### src/rtl/clock_pkg.sv
// Shared definitions for the hour display path.
//   BLANK_CODE  : digit code that drives a dark 7-segment position
//   db_state_t  : mode push-button debounce states
//   HOUR_MAX    : largest legal 24-h hour
//   HOUR12      : first PM hour / 12-h wrap point
package clock_pkg;

   localparam logic [3:0] BLANK_CODE = 4'hF;
   localparam logic [7:0] HOUR_MAX   = 8'd23;
   localparam logic [7:0] HOUR12     = 8'd12;

   typedef enum logic [1:0] {
      DB_IDLE      = 2'd0,
      DB_ARMING    = 2'd1,
      DB_HELD      = 2'd2,
      DB_RELEASING = 2'd3
   } db_state_t;

endpackage

### src/rtl/mode_debounce.sv
// Synchronises and debounces the 24/12 mode push button.
//   CP     : clock
//   nCR    : async active-low reset
//   Ctrl   : raw button, active-high, asynchronous to CP
//   toggle : one-cycle pulse on an accepted press (ARMING->HELD)
//
// state      | meaning
// -----------+------------------------------------------------
// IDLE       | button released and stable
// ARMING     | counting consecutive 1s toward an accepted press
// HELD       | press accepted, waiting for release
// RELEASING  | counting consecutive 0s toward an accepted release
module mode_debounce
   import clock_pkg::*;
#(
   parameter int DB_CYC = 16
) (
   input  logic CP,
   input  logic nCR,
   input  logic Ctrl,
   output logic toggle
);

   localparam int CW = $clog2(DB_CYC + 1);
   localparam logic [CW-1:0] CNT_LAST = CW'(DB_CYC - 1);
   localparam logic [CW-1:0] CNT_SAT  = CW'(DB_CYC);

   logic            sync1, sync2;
   db_state_t       state, state_nx;
   logic [CW-1:0]   cnt, cnt_nx;
   logic [CW-1:0]   cnt_inc;

   // Saturating increment: the counter parks at DB_CYC instead of wrapping.
   assign cnt_inc = (cnt == CNT_SAT) ? cnt : cnt + 1'b1;

   always_comb begin
      state_nx = state;
      cnt_nx   = cnt;
      toggle   = 1'b0;
      case (state)
         DB_IDLE: begin
            cnt_nx = '0;
            if (sync2) begin
               state_nx = DB_ARMING;
               cnt_nx   = CW'(1);
            end
         end
         DB_ARMING: begin
            if (!sync2) begin
               state_nx = DB_IDLE;
               cnt_nx   = '0;
            end else if (cnt == CNT_LAST) begin
               state_nx = DB_HELD;
               cnt_nx   = '0;
               toggle   = 1'b1;
            end else begin
               cnt_nx = cnt_inc;
            end
         end
         DB_HELD: begin
            cnt_nx = '0;
            if (!sync2) begin
               state_nx = DB_RELEASING;
               cnt_nx   = CW'(1);
            end
         end
         DB_RELEASING: begin
            if (sync2) begin
               state_nx = DB_HELD;
               cnt_nx   = '0;
            end else if (cnt == CNT_LAST) begin
               state_nx = DB_IDLE;
               cnt_nx   = '0;
            end else begin
               cnt_nx = cnt_inc;
            end
         end
         default: begin
            state_nx = DB_IDLE;
            cnt_nx   = '0;
         end
      endcase
   end

   always_ff @(posedge CP or negedge nCR) begin
      if (!nCR) begin
         sync1 <= 1'b0;
         sync2 <= 1'b0;
         state <= DB_IDLE;
         cnt   <= '0;
      end else begin
         sync1 <= Ctrl;
         sync2 <= sync1;
         state <= state_nx;
         cnt   <= cnt_nx;
      end
   end

endmodule

### src/rtl/hour_format_conv.sv
// 24-h / 12-h hour display converter, NCH independent channels, shared mode.
//   CP, nCR        : clock, async active-low reset
//   Ctrl           : raw mode push button (debounced internally)
//   InValid        : CLH/CLL carry a new sample
//   CLH, CLL       : BCD hour tens/units, channel k at [4k+3:4k]
//   DispH, DispL   : converted tens/units (tens may be BLANK_CODE in 12-h)
//   PM             : hour >= 12 per channel
//   Mode12         : 0 = 24-h, 1 = 12-h
//   OutValid       : outputs updated this cycle (one cycle after InValid)
//   Err            : last sample of that channel was not a legal hour
module hour_format_conv
   import clock_pkg::*;
#(
   parameter int NCH      = 1,
   parameter int DB_CYC   = 16,
   parameter int LZ_BLANK = 1
) (
   input  logic             CP,
   input  logic             nCR,
   input  logic             Ctrl,
   input  logic             InValid,
   input  logic [4*NCH-1:0] CLH,
   input  logic [4*NCH-1:0] CLL,
   output logic [4*NCH-1:0] DispH,
   output logic [4*NCH-1:0] DispL,
   output logic [NCH-1:0]   PM,
   output logic             Mode12,
   output logic             OutValid,
   output logic [NCH-1:0]   Err
);

   logic toggle;

   mode_debounce #(.DB_CYC(DB_CYC)) u_debounce (
      .CP     (CP),
      .nCR    (nCR),
      .Ctrl   (Ctrl),
      .toggle (toggle)
   );

   // Mode flips on the same edge that samples InValid, so a coincident
   // sample is converted with the old mode.
   always_ff @(posedge CP or negedge nCR) begin
      if (!nCR) begin
         Mode12   <= 1'b0;
         OutValid <= 1'b0;
      end else begin
         Mode12   <= Mode12 ^ toggle;
         OutValid <= InValid;
      end
   end

   for (genvar k = 0; k < NCH; k++) begin : g_ch
      logic [3:0] th, tl;
      logic [7:0] h;
      logic [4:0] h12;
      logic       legal, pm_c, tens;
      logic [3:0] dh, dl;
      logic [3:0] dh_q, dl_q;
      logic       pm_q, err_q;

      always_comb begin
         th    = CLH[4*k +: 4];
         tl    = CLL[4*k +: 4];
         h     = (8'(th) * 8'd10) + 8'(tl);
         legal = (th <= 4'd2) && (tl <= 4'd9) && (h <= HOUR_MAX);
         pm_c  = (h >= HOUR12);
         if (h == 8'd0)        h12 = 5'(HOUR12);
         else if (h > HOUR12)  h12 = 5'(h - HOUR12);
         else                  h12 = h[4:0];
         tens = (h12 >= 5'd10);
         if (Mode12) begin
            dl = tens ? 4'(h12 - 5'd10) : h12[3:0];
            if (tens)                dh = 4'd1;
            else if (LZ_BLANK != 0)  dh = BLANK_CODE;
            else                     dh = 4'd0;
         end else begin
            dh = th;
            dl = tl;
         end
      end

      // Illegal samples flag Err but leave this channel's digits/PM untouched.
      always_ff @(posedge CP or negedge nCR) begin
         if (!nCR) begin
            dh_q  <= 4'd0;
            dl_q  <= 4'd0;
            pm_q  <= 1'b0;
            err_q <= 1'b0;
         end else if (InValid) begin
            err_q <= ~legal;
            if (legal) begin
               dh_q <= dh;
               dl_q <= dl;
               pm_q <= pm_c;
            end
         end
      end

      assign DispH[4*k +: 4] = dh_q;
      assign DispL[4*k +: 4] = dl_q;
      assign PM[k]           = pm_q;
      assign Err[k]          = err_q;
   end

endmodule
### config.mk
export PLATFORM = sky130hd
export DESIGN_NAME = hour_format_conv
export DESIGN_NICKNAME = d
export VERILOG_FILES = /design/src/rtl/clock_pkg.sv /design/src/rtl/mode_debounce.sv /design/src/rtl/hour_format_conv.sv
export SDC_FILE = /design/constraint.sdc
export NUM_CORES = 1
export LEC_CHECK = 0
export CAP_MARGIN = 10
export CORE_ASPECT_RATIO = 0.7
export CORE_MARGIN = 2
export CORE_UTILIZATION = 53
export DETAILED_ROUTE_END_ITERATION = 8
export PLACE_DENSITY = 0.79
export RECOVER_POWER = 50
export SLEW_MARGIN = 20
export SYNTH_ARGS = -nofsm -noshare
export SYNTH_HDL_FRONTEND = slang
export SYNTH_HIERARCHICAL = 1
export SYNTH_SLANG_ARGS = --single-unit
### constraint.sdc
create_clock -name CP -period 1.7 [get_ports CP]
set_input_delay 0.34 -clock CP [delete_from_list [all_inputs] [get_ports CP]]
set_output_delay 0.34 -clock CP [all_outputs]
set_load 0.02 [all_outputs]
==> summary.md, run 1 <==
| Metric | Value |
|---|---|
| Final Hold Violating Endpoints | `0` |
| Crit path max-delay family | `compound AO/OA/AOI/OAI gates` |
| Final #Nets | `260` |
| RSZ-0062 raised after global routing | `true` |
| GP Congestion | `0.9018` |
| Psw | `between 0.0007 and 0.0008 W` |
| Register area | `525.5 um^2` |
| Syn avg cell area | `approximately 10 um^2` |
| Die width | `slightly below 70 um` |
| Pin count of the biggest net entering global routing | `22` |
| Worst hold start | `u_debounce/sync1` |
| Share of post-route cells with drive strength above 1 | `between 40% and 50%` |
| Min-Delay Endpoint | `u_debounce/sync2` |
| Post-synthesis mux area share | `around 4%` |
| Clock Path Buffers | `2` |
| Primary FF master, synth | `dfrtp_1` |
| First-pass GRT wire length | `just over 8000 um` |
| CTS tree | `yes` |
| GRT Total Usage | `about a third` |
| WS Path Type | `in2reg` |
| Footprint of the multi-input gates | `between 0.001 and 0.0015 mm^2` |
| Period minus WS final | `3.261 ns` |
| Area growth syn-to-layout | `57.05%` |
| Antenna diodes | `0` |
| Root Driver | `clkbuf_8` |
| CORE AREA | `0.002783 mm^2` |
| CP peak stage delay | `approximately 0.50 ns` |
| Num CTS Buffers | `3` |
| Largest area contributor in the netlist | `dfrtp_1` |
| Reg-to-Reg Start | `u_debounce/cnt[0]` |
| Io pins | `24` |
| Critical Path End Type | `flop` |
| Yosys reg bits | `21` |
| Sw Ratio | `between 30% and 40%` |
| GRT overflow | `0` |
| Adder-Cell Fraction of Synth Area | `14.02%` |
| Failing checks | `negative setup slack` |
| Worst min path class | `reg2reg` |
| Commonest cells post-synth | `dfrtp_1 (21), nand2_1 (16), ha_1 (14)` |
| Die ar. | `0.003350 mm^2` |
| Clock Pin Slew Worst Setup and Hold Paths | `approximately 0.070 ns` |
| Row cnt | `16` |
| Non-filler instance count after layout | `~270` |
| Worst setup margin | `-1.561 ns` |
| VDD IR max | `0.0007165 V` |
| XOR/XNOR Fraction of Synth Area | `3.993%` |
| Clock power share | `between 10% and 20%` |
| Fill count | `around 140` |
| Arrival @ worst endpoint | `around 3.5 ns` |
| Fin Clk Skew | `between 0.002 and 0.0025 ns` |
| Initial antenna violation count | `0` |
| Critical Path RT | `between 1.5 and 2 ns` |
| Sequential Power Share | `between 20 and 30%` |
| Htree depth | `1` |
| Post-Synthesis Cell Area | `0.001535 mm^2` |
| Compound-Gate Fraction of Synth Area | `~21%` |
| WL/cell | `between 20 and 25 um` |
| Crit-path cells | `clkdlybuf4s50_1 -> ha_2 -> a21o_1 -> nor4b_4 -> a221oi_2 -> nor2_2 -> o21ai_1 -> o221ai_2 -> ha_2 -> buf_4 -> buf_6 -> a221oi_2 -> mux2i_1 -> a211oi_1 -> a21o_1` |
| Asr flop ratio synth | `between 90% and 100%` |
| Die Span Y | `approximately 50 um` |
| EDFF count, synth | `0` |
| Count of cell types in the netlist | `55` |
| Path depth of the worst reg2reg path | `5` |
| Post-DP HPWL | `between 3000 and 4000 um` |
| FF-to-FF setup slack | `0 ns` |
| DR vias/cell | `roughly 6.3` |
| Tot Pwr | `roughly 0.0021 W` |
| Initial core utilization | `55.17%` |
| Logic gate share of total power | `between 50% and 60%` |
| Synth Instances | `between 150 and 200` |
| Post-route DRC | `0` |
| Slowest-stage cell, CP | `clkdlybuf4s50_1` |
| Area share of the largest cell type after synthesis | `34.23%` |
| Worst-Margin Slew | `between 0.5 and 0.6 ns` |
| Syn_nets | `between 150 and 200` |
| Setup-failing EPs final | `11` |
| WL final | `approximately 5400 um` |
| P_int | `between 0.001 and 0.0015 W` |
| Hold buffers post-CTS | `0` |
| Iteration-0 DRC Markers | `around 230` |
| Simple-gate portion of the synthesized area | `between 10% and 20%` |
| DRT antenna net count | `0` |
| Status | `finished with violations` |
| Period utilization | `191.9%` |
| Static Leak | `between 1 and 1.5 nW` |
| Final Max Slew Viols | `0` |
| Pwr Density | `approximately 890 mW/mm^2` |
| Crit path max fanout | `3` |
| Max-cap violations | `0` |
| Number of global-route vias before repair | `1665` |
| Synth area leaders | `dfrtp_1 (34%), ha_1 (11%), nand2_1 (3.9%)` |
| Worst-skew pair later-pin latency | `about 0.26 ns` |
| Crit path buf inv count | `3` |
| Worst r2r dst | `u_debounce/cnt[2]` |
| Max reg flops | `5` |
| Biggest register | `u_debounce/cnt` |
| Seq/Total Area, Yosys | `around a third` |
| Fmax | `0.3066 GHz` |
| Placed cell count | `253` |
| CTS Sinks | `21` |
| Synth Warn # | `6` |
| Relative max-transition margin | `approximately 66%` |
| Crit start category | `input port` |
| Buffers on Ports | `23` |
| Largest family of logic cells by synthesized area | `compound AO/OA/AOI/OAI gates` |
| DRT Pass-1 Iters | `4` |
| Count leader, synth | `dfrtp_1` |
| Worst hold path depth | `0` |
| Vias | `approximately 1700` |
==> stage by stage <==
step | utilization, % | setup slack, ns | cell area [um^2] | TNS, ns | hold WS (ns)
5_1_grt | 86.65 | -1.688 | 2411 | -13.78 | 0.3733
3_3_place_gp | 76.71 | -2.070 | 2135 | -18.26 | 0.3385
3_5_place_dp | 76.71 | -2.165 | 2135 | -19.04 | 0.3388
6_report | 86.65 | -1.561 | 2411 | -12.76 | 0.3606
2_1_floorplan | - | -1.548 | 1578 | -11.80 | 0.04441
4_1_cts | 81.97 | -1.433 | 2281 | -11.53 | 0.3647
==> layout by cell type, fill, tap and decap left out, types with 5 or more instances in the layout <==
| cell type | instances |
|---|---|
| buf_6 | 7 |
| nor2_1 | 12 |
| nand3_1 | 5 |
| buf_4 | 46 |
| a21oi_1 | 5 |
| dfrtp_1 | 21 |
| ha_1 | 7 |
| nand2_1 | 12 |
| clkdlybuf4s50_1 | 15 |
| inv_1 | 9 |
==> worst reg2reg max path, stage by stage (launching register included) <==
cell      delay (ns)
dfrtp_1         0.41
ha_1            0.24
and3_2          0.23
ha_1            0.24
nand3b_1        0.30
nor3_2          0.21
==> metal layers <==
layer  vias to the layer above  wire length (um)  track usage (%)
li1                        713                 -                -
met1                       787              2023            40.00
met2                       132              2597            53.88
met3                        42               502            9.238
met4                         0               278            14.00
met5                         -                 0                0
==> timing repair <==
item,4_1_cts,5_1_grt
gates resized for setup,31,29
pin swaps,22,17
setup endpoints to repair,10,14
buffers inserted,8,4
==> power groups by stage <==
stage	clock, W	combinational (W)	sequential, W
after floorplan	0	0.000439	0.000694
after global placement	0	0.000928	0.000617
after detailed placement	0	0.000966	0.000622
after CTS	0.000330	0.00106	0.000617
after global routing	0.000352	0.00126	0.000633
final	0.000328	0.00119	0.000629
==> layout make-up <==
cell class	count	share of cell area, %
Multi-Input combinational cell	119	45.98
Timing Repair Buffer	76	26.62
Sequential cell	21	21.80
Tap cell	36	1.868
Inverter	11	1.816
Clock buffer	3	1.713
Clock inverter	1	0.2076
==> worst max-delay path by stage <==
| stage | cells after the start | slack (ns) | endpoint | from |
|---|---|---|---|---|
| floorplan | 13 | -1.55 | DispL[2] | CLH[1] |
| global placement | 16 | -2.07 | DispL[1] | CLH[1] |
| detailed placement | 16 | -2.17 | DispL[1] | CLH[1] |
| CTS | 16 | -1.43 | DispL[1] | CLH[3] |
| global route | 17 | -1.69 | DispL[3] | CLH[3] |
| finish | 15 | -1.56 | DispL[3] | CLL[3] |
==> logic make-up after synthesis <==
logic type / count (synthesis)
simple gates: 52
compound gates: 39
flops: 21
fa+ha+maj: 16
buf+inv: 14
xor+xnor: 7
mux: 5
No activity file was read; power rests on OpenSTA's default activity.
==> run 2: changes to the inputs <==
SKIP_CTS_REPAIR_TIMING = 1   (was unset)
==> run 2 against run 1 <==
The run still ends with negative setup slack left. Count of clock-buffer cells in the layout is the same. Sequential share of layout area grew 0.068 points. Total power shrank 1.9%. Wire length shrank 6.9%. Setup slack gained 0.076 ns. Die area is the same.
==> summary.md, run 2 (same netlist as run 1, synthesis figures left out) <==
| Metric | Value |
|---|---|
| Fin Clk Skew | `0.002176 ns (was 0.002185 ns)` |
| DRT antenna net count | `0 (unchanged)` |
| Status | `finished with violations (unchanged)` |
| Pwr Density | `875.9 mW/mm^2 (was 890.0 mW/mm^2)` |
| First-pass GRT wire length | `6886 um (was 8066 um)` |
| Final #Nets | `257 (was 260)` |
| Post-route DRC | `0 (unchanged)` |
| Sequential Power Share | `29.6% (was 29.3%)` |
| Logic gate share of total power | `55.3% (was 55.4%)` |
| Final Hold Violating Endpoints | `0 (unchanged)` |
| Final Max Slew Viols | `0 (unchanged)` |
| Critical Path End Type | `flop (unchanged)` |
| Crit start category | `input port (unchanged)` |
| WL/cell | `19.06 um (was 20.23 um)` |
| DRT Pass-1 Iters | `4 (unchanged)` |
| Worst hold start | `u_debounce/sync1 (unchanged)` |
| Max reg flops | `5 (unchanged)` |
| GP Congestion | `0.9018 (unchanged)` |
| Fill count | `130 (was 136)` |
| Arrival @ worst endpoint | `3.38 ns (was 3.47 ns)` |
| Clock Pin Slew Worst Setup and Hold Paths | `0.07 ns (about the same)` |
| Biggest register | `u_debounce/cnt (unchanged)` |
| Max-cap violations | `0 (unchanged)` |
| Die width | `68.33 um (unchanged)` |
| CTS Sinks | `21 (unchanged)` |
| RSZ-0062 raised after global routing | `true (unchanged)` |
| Failing checks | `negative setup slack (unchanged)` |
| Number of global-route vias before repair | `1468 (was 1665)` |
| Iteration-0 DRC Markers | `142 (was 234)` |
| CP peak stage delay | `0.59 ns (was 0.50 ns)` |
| Period minus WS final | `3.186 ns (was 3.261 ns)` |
| Post-Route Setup TNS | `-12.67 ns (was -12.76 ns)` |
| Num CTS Buffers | `3 (unchanged)` |
| Crit path max fanout | `3 (unchanged)` |
| Crit path max-delay family | `adder cells (was compound AO/OA/AOI/OAI gates)` |
| Relative max-transition margin | `65.87% (was 65.53%)` |
| Initial antenna violation count | `0 (unchanged)` |
| Clock Path Buffers | `2 (unchanged)` |
| Crit path top cell by count | `ha_2` |
| Clock power share | `15.2% (was 15.3%)` |
| Setup-failing EPs final | `10 (was 11)` |
| GRT overflow | `0 (unchanged)` |
| Commonest non-fill, non-tap cell in the layout | `buf_4 (unchanged)` |
| Worst-skew pair later-pin latency | `0.26 ns (about the same)` |
| WL final | `5031 um (was 5402 um)` |
| Initial core utilization | `55.17% (unchanged)` |
| Fmax | `0.3139 GHz (was 0.3066 GHz)` |
| GRT Total Usage | `27.87% (was 32.88%)` |
| Post-DP HPWL | `3204 um (unchanged)` |
| Htree depth | `1 (unchanged)` |
| Static Leak | `1.128 nW (was 1.122 nW)` |
| Critical Path RT | `1.89 ns (was 1.90 ns)` |
| Vias | `1551 (was 1674)` |
| Worst setup margin | `-1.486 ns (was -1.561 ns)` |
| Share of post-route cells with drive strength above 1 | `45.18% (was 47.19%)` |
| Root Driver | `clkbuf_8 (unchanged)` |
| Slowest-stage cell, CP | `fa_2 (was clkdlybuf4s50_1)` |
| Area growth syn-to-layout | `56.56% (was 57.05%)` |
| Commonest cells after routing, fill and taps aside | `buf_4 (43), dfrtp_1 (21), clkdlybuf4s50_1 (15) (was buf_4 (46), dfrtp_1 (21), clkdlybuf4s50_1 (15))` |
| P_int | `0.001334 W (was 0.001346 W)` |
| Die Span Y | `49.03 um (unchanged)` |
| Crit-path cells | `dlymetal6s2s_1 -> ha_2 -> ha_4 -> fa_2 -> nand2b_4 -> nor4b_4 -> a221oi_4 -> nor2_2 -> o21ai_1 -> o221ai_2 -> ha_2 -> and4b_1 -> o21ai_2 -> buf_4 -> a211o_1 -> a2bb2oi_2 (was clkdlybuf4s50_1 -> ha_2 -> a21o_1 -> nor4b_4 -> a221oi_2 -> nor2_2 -> o21ai_1 -> o221ai_2 -> ha_2 -> buf_4 -> buf_6 -> a221oi_2 -> mux2i_1 -> a211oi_1 -> a21o_1)` |
| Worst setup path start | `CLH[2] (was CLL[3])` |
| DR vias/cell | `5.875 (was 6.270)` |
| Io pins | `24 (unchanged)` |
| Psw | `0.0007708 W (was 0.0007994 W)` |
| Worst-Margin Slew | `0.5119 ns (was 0.5171 ns)` |
| Crit path buf inv count | `2 (was 3)` |
| Period utilization | `187.4% (was 191.9%)` |
| Placed cell count | `253 (unchanged)` |
| CTS tree | `yes (unchanged)` |
| Tot Pwr | `0.002105 W (was 0.002146 W)` |
| CORE AREA | `0.002783 mm^2 (unchanged)` |
| Sw Ratio | `36.62% (was 37.26%)` |
| Non-filler instance count after layout | `264 (was 267)` |
| Row cnt | `16 (unchanged)` |
| Reg-to-Reg Start | `u_debounce/cnt[1] (was u_debounce/cnt[0])` |
| Antenna diodes | `0 (unchanged)` |
| Pin count of the biggest net entering global routing | `22 (unchanged)` |
| WS Path Type | `in2reg (unchanged)` |
| Die ar. | `0.003350 mm^2 (unchanged)` |
| Worst min path class | `reg2reg (unchanged)` |
| VDD IR max | `0.0006028 V (was 0.0007165 V)` |
| Buffers on Ports | `23 (unchanged)` |
==> run 2: changes by cell type in the layout (fill, tap and decap cells not counted), moves of 2 or more <==
cell            change
buf_4               -3
dlymetal6s2s_1      +3
buf_2               -2
clkbuf_2            +2
dlygate4sd2_1       -2
nand2_2             +2
==> run 2: metrics by stage <==
stage	cell area [um^2]	hold WS [ns]	setup WS [ns]	utilization, %
detailed placement	2135	0.3388	-2.165	76.71
CTS	2181	0.3647	-1.900	78.37
global route	2404	0.3738	-1.619	86.38
floorplan	1578	0.04441	-1.548	-
finish	2404	0.3618	-1.486	86.38
global placement	2135	0.3385	-2.070	76.71
==> run 2: area by class of cell <==
| cell class | count | area [um^2] | share of cell area, % |
|---|---|---|---|
| Clock buffer | 3 | 41.29 | 1.718 |
| Clock inverter | 1 | 5.005 | 0.2082 |
| Inverter | 11 | 43.79 | 1.822 |
| Multi-Input combinational cell | 119 | 1115 | 46.38 |
| Sequential cell | 21 | 525.5 | 21.86 |
| Tap cell | 36 | 45.04 | 1.874 |
| Timing Repair Buffer | 73 | 628.1 | 26.13 |
==> run 2: routing by layer <==
| layer | vias to the layer above | global-route usage, % | part of all wire [%] |
|---|---|---|---|
| li1 | 704 | - | - |
| met1 | 752 | 37.24 | 39 |
| met2 | 79 | 45.95 | 50 |
| met3 | 16 | 5.543 | 6.8 |
| met4 | 0 | 7.000 | 3.9 |
| met5 | - | 0 | 0 |
==> run 2: final timing paths <==
check,end,slack (ns),cells after the start
worst min-delay path,u_debounce/sync2,0.36,0
worst max-delay path,DispL[1],-1.49,16
worst max register to register,u_debounce/cnt[2],0.01,5
worst min register to register,u_debounce/sync2,0.36,0
min in group asynchronous,u_debounce/cnt[4],0.57,2
max in group asynchronous,u_debounce/cnt[0],0.78,2
==> run 2: power groups by stage <==
stage	Clock [W]	Combinational [W]	Sequential, W
floorplan	0	0.000439	0.000694
global placement	0	0.000928	0.000617
detailed placement	0	0.000966	0.000622
CTS	0.000330	0.000979	0.000617
global route	0.000356	0.00123	0.000633
finish	0.000319	0.00116	0.000622
